===== config.mk =====
export PLATFORM = sky130hd
export DESIGN_NAME = dp_ram16k_fifo_ctrl
export DESIGN_NICKNAME = d
export VERILOG_FILES = /design/src/rtl/dp_ram16k_fifo_ctrl.sv
export SDC_FILE = /design/constraint.sdc
export NUM_CORES = 1
export LEC_CHECK = 0
export BUFFER_PORTS_ARGS = -buffer_cell sky130_fd_sc_hd__buf_2
export CORE_MARGIN = 3
export CORE_UTILIZATION = 40
export DETAILED_ROUTE_END_ITERATION = 12
export GPL_TIMING_DRIVEN = 0
export HOLD_SLACK_MARGIN = 0.06
export MAX_ROUTING_LAYER = met4
export PLACE_DENSITY = 0.71
export SYNTH_ARGS = -nofsm -noshare
export SYNTH_HDL_FRONTEND = slang
export SYNTH_SLANG_ARGS = --single-unit

===== constraint.sdc =====
create_clock -name clk -period 9.1 [get_ports clk]
set_clock_uncertainty 0.2 [all_clocks]
set_input_delay 1.82 -clock clk [delete_from_list [all_inputs] [get_ports clk]]
set_output_delay 1.82 -clock clk [all_outputs]
set_load 0.05 [all_outputs]

===== src/rtl/dp_ram16k_fifo_ctrl.sv =====
// dp_ram16k_fifo_ctrl
// FIFO controller around one DP_RAM16K macro (active-low wen/ren, 1-cycle
// registered read). A 2-entry skid buffer after the RAM gives the pop side
// first-word-fall-through valid/ready behaviour.
module dp_ram16k_fifo_ctrl #(
    parameter int unsigned DW       = 32,
    parameter int unsigned AW       = 9,
    parameter int unsigned DEPTH    = 512,
    parameter int unsigned AF_LEVEL = 500
) (
    input  logic          clk,
    input  logic          rst,
    input  logic          in_valid,
    output logic          in_ready,
    input  logic [DW-1:0] in_data,
    output logic          out_valid,
    input  logic          out_ready,
    output logic [DW-1:0] out_data,
    output logic [AW:0]   level,
    output logic          almost_full,
    output logic          empty,
    output logic          ram_wen,
    output logic [AW-1:0] ram_waddr,
    output logic [DW-1:0] ram_d_in,
    output logic [DW-1:0] ram_wenb,
    output logic          ram_ren,
    output logic [AW-1:0] ram_raddr,
    input  logic [DW-1:0] ram_d_out
);

    localparam logic [AW:0]   DEPTH_L = (AW+1)'(DEPTH);
    localparam logic [AW-1:0] LAST    = AW'(DEPTH - 1);
    localparam logic [AW:0]   AF_L    = (AW+1)'(AF_LEVEL);

    logic [AW-1:0] wptr;
    logic [AW-1:0] rptr;
    logic [AW:0]   ram_cnt;
    logic          rd_pend;
    logic [1:0]    ob_cnt;
    logic [DW-1:0] ob_head;
    logic [DW-1:0] ob_tail;

    logic          push;
    logic          pop;
    logic          rd;

    // Handshakes, read-issue decision and RAM port drive.
    always_comb begin
        in_ready  = !rst && (ram_cnt != DEPTH_L);
        push      = in_valid && in_ready;
        out_valid = !rst && (ob_cnt != 2'd0);
        pop       = out_valid && out_ready;
        // Issue only if the word still fits in the skid buffer once it lands,
        // counting the read already in flight and this cycle's pop.
        rd        = !rst && (ram_cnt != '0) &&
                    (({1'b0, ob_cnt} + {2'b00, rd_pend}) < (3'd2 + {2'b00, pop}));

        ram_wen   = !push;
        ram_waddr = wptr;
        ram_d_in  = in_data;
        ram_wenb  = '1;
        ram_ren   = !rd;
        ram_raddr = rptr;

        out_data    = ob_head;
        level       = ram_cnt + (AW+1)'(rd_pend) + (AW+1)'(ob_cnt);
        almost_full = (level >= AF_L);
        empty       = (level == '0);
    end

    // Pointers, RAM occupancy, in-flight read flag and skid-buffer count.
    always_ff @(posedge clk) begin
        if (rst) begin
            wptr    <= '0;
            rptr    <= '0;
            ram_cnt <= '0;
            rd_pend <= 1'b0;
            ob_cnt  <= '0;
        end else begin
            if (push) begin
                wptr <= (wptr == LAST) ? '0 : wptr + 1'b1;
            end
            if (rd) begin
                rptr <= (rptr == LAST) ? '0 : rptr + 1'b1;
            end
            ram_cnt <= ram_cnt + (AW+1)'(push) - (AW+1)'(rd);
            rd_pend <= rd;
            ob_cnt  <= ob_cnt - {1'b0, pop} + {1'b0, rd_pend};
        end
    end

    // Skid-buffer data: pop shifts tail to head, then the returning RAM word
    // lands in the first free slot after that shift.
    always_ff @(posedge clk) begin
        if (pop) begin
            ob_head <= ob_tail;
        end
        if (rd_pend) begin
            if ((ob_cnt - {1'b0, pop}) == 2'd0) begin
                ob_head <= ram_d_out;
            end else begin
                ob_tail <= ram_d_out;
            end
        end
    end

endmodule


==> flow_summary.ini <==
[outcome]
outcome = finished, final reports clean

[logic_synthesis]
synthCells = 481
ys_seq_area_share_pct = 45.45
synth_most_common_cell = buf_4
synth_top_area_share_pct = 25.79
ys_warn_count = 0
async_flop_share_pct = 0
synth_edf_count = 32
ys_types = 49
syn_area_per_cell_um2 = 10.17
yosys-top-cells-area = dfxtp_1 (26%), edfxtp_1 (20%), buf_4 (9.8%), ha_1 (7.4%), mux2i_1 (6.8%)
synth.largest_area_cell = dfxtp_1
synthFlopType = dfxtp_1
synthesis.area_um2 = 4890
yosys-top-cells-count = buf_4 (64), dfxtp_1 (63), nor2_1 (54), a21oi_1 (43), mux2i_1 (33)
synth-seq-cells = 95

[cells_and_area]
area_growth_pct = 26.69
layout-drive-gt1-share_pct = 33.74
final_nets = 756
antennaDiodeCount = 0
fin_util_pct = 53.12
fin_cells = 804

[setup_path]
cpPeakStageDelay_ns = 0.46
critPathMaxFanout = 10
cp-end-kind = output pin
cp.arrival_ns = 3.18
r2r_cells = 15
reg2reg_to = ram_cnt[8]$_SDFF_PP0_
crit_slowest_cell = a211oi_4
critical_path_class = in2out
cp.required_ns = 7.08
cp-start-kind = input port
cp_cell_sequence = buf_6 > o21ba_4 > nand2_4 > a211oi_4 > inv_2 > buf_2
rr_startpoint = ram_cnt[2]$_SDFF_PP0_
rrSetupSlack_ns = 5.02

[clock_network]
cts_made_buffers = 9
clockBufferDepth = 2
path_clk_slew_ns = 0.07
cts_root_buf = clkbuf_16
cts_tree = done
clock-sinks = 95
clock_latency_ns = 0.34
hold_buffers = 0
cts_setup_buffers = 0
h-tree-depth = 3
cts_resized = 0

[die]
start_util_pct = 41.93
rows = 39
dieArea_um2 = 13590
die_w_um = 116.6
core_um2 = 11660
die_y_um = 116.6
ios = 198

[hold_path]
hold_path_depth = 2
holdPathEnd = ram_raddr[8]$_SDFFE_PP0P_
worstHoldStart = ram_raddr[8]$_SDFFE_PP0P_
hp-class = reg2reg

[placement]
port_buffers = 132
place_worst_setup_slack_ns = 3.906
dp_cells = 788
dpl.hpwl_um = 8115
gp_congestion = 0.8665

[detailed_routing]
drtIter0Drc = 202
wl_um = 10590
wire_per_inst_um = 13.17
first_pass_iters = 4
vias = 3816
routed_via_density = 4.746
antenna_left = 0
drc = 0

[timing]
grt_setup_unrepaired = false
slew_headroom_pct = 49.55
setup_slack_ns = 3.900
period_needed_ns = 5.200
tightest_slew_ns = 0.7466
final.setup.tns_ns = 0
finalSetupViolations = 0
report.final.slew_viol_count = 0
post-route-period-util_pct = 57.14
clock.fmax_mhz = 192.3
hold_ws_ns = 0.2815
hold_violations = 0

[global_route]
grt_max_degree = 19
grt_pass1_wl_um = 16710
grt_overflow_total = 0
grtUsageTotal_pct = 15.80
grt_antenna_before_repair = 0
grt_pass1_vias = 3611

[pwr]
powerDensity_nw_per_um2 = 387.2
leakagePower_nw = 3.080
irDropWorstVdd_mv = 0.2327

[run]
drv_cap = 0
==> placed cells by master (no fill, tap or decap), types with 6 or more instances in the layout <==
| master | synthesis | routed |
|---|---|---|
| buf_2 | 0 | 132 |
| buf_4 | 64 | 64 |
| dfxtp_1 | 63 | 63 |
| nor2_1 | 54 | 54 |
| a21oi_1 | 43 | 42 |
| mux2i_1 | 33 | 33 |
| conb_1 | 1 | 32 |
| edfxtp_1 | 32 | 32 |
| ha_1 | 29 | 29 |
| inv_1 | 22 | 22 |
| xnor2_1 | 15 | 15 |
| nand2_1 | 14 | 14 |
| and3_1 | 11 | 11 |
| o21ai_0 | 11 | 11 |
| clkbuf_1 | 10 | 10 |
| nor2b_1 | 10 | 10 |
| clkbuf_16 | 0 | 9 |
| xor2_1 | 8 | 8 |
| nand3_1 | 6 | 6 |
==> logic make-up after synthesis <==
kind of cell	after synthesis	synth area share, %
AOI/OAI and AO/OA	78	10.21
xor gates and xnor gates	23	4.120
adders and majority gates	32	8.649
buffers and inverters	101	12.82
DFF	95	45.45
muxes	34	6.986
other	1	0.07669
and+or+nand+nor	117	11.69
==> routing by layer <==
metal / global-route usage [%] / vias to the layer above / part of all wire [%]
met5: - / - / 0
met4: 4.511 / 0 / 0.63
met3: 5.026 / 10 / 9.0
met2: 26.20 / 145 / 49
met1: 18.47 / 1741 / 41
li1: - / 1920 / -
==> critical path: cells and delay by family <==
family          cells  cell delay [ns]
compound gates      2             0.71
buf+inv             3             0.54
simple gates        1             0.10
==> through the flow <==
| step | instance area [µm²] | total power, mW |
|---|---|---|
| 2_1_floorplan | 5006 | 1.725 |
| 3_3_place_gp | 5846 | 1.976 |
| 5_1_grt | 6195 | 2.566 |
| 4_1_cts | 6195 | 2.425 |
| 3_5_place_dp | 5884 | 2.026 |
| 6_report | 6195 | 2.399 |
==> registers in the layout, indices dropped and copies added (netlist names) <==
| register | flops |
|---|---|
| ob_tail | 32 |
| out_data | 32 |
| ram_cnt | 10 |
| ram_raddr | 9 |
| ram_waddr | 9 |
| ob_cnt | 2 |
| rd_pend | 1 |
==> area by class of cell <==
type,count,area (µm²)
plain buffers,78,540.5
multi-input cells,316,2168
clock buffers,9,225.2
flip-flops and latches,95,2222
inverters,23,86.33
repair buffers,133,688.2
clock inverters,7,85.08
well taps,143,178.9
fillers,1060,5468
==> how the worst max path moves through the flow <==
stage,slack [ns],end,depth (start not counted),startpoint
final,3.90,ram_ren,6,rst
after global routing,3.81,ram_ren,6,rst
after CTS,3.90,ram_ren,6,rst
after detailed placement,3.91,ram_ren,6,rst
after global placement,2.55,ob_tail[14]$_DFFE_PP_,8,rst
after floorplan,3.53,empty,9,rd_pend$_SDFF_PP0_
==> power breakdown <==
part           total (mW)  internal (mW)  switching (mW)  leakage [nW]
logic                1.31          0.404           0.909          2.11
clock network       0.391          0.219           0.171         0.153
registers           0.695          0.608          0.0872         0.818
total                2.40           1.23            1.17          3.08
Note: power is estimated with default switching activity, not from simulation.
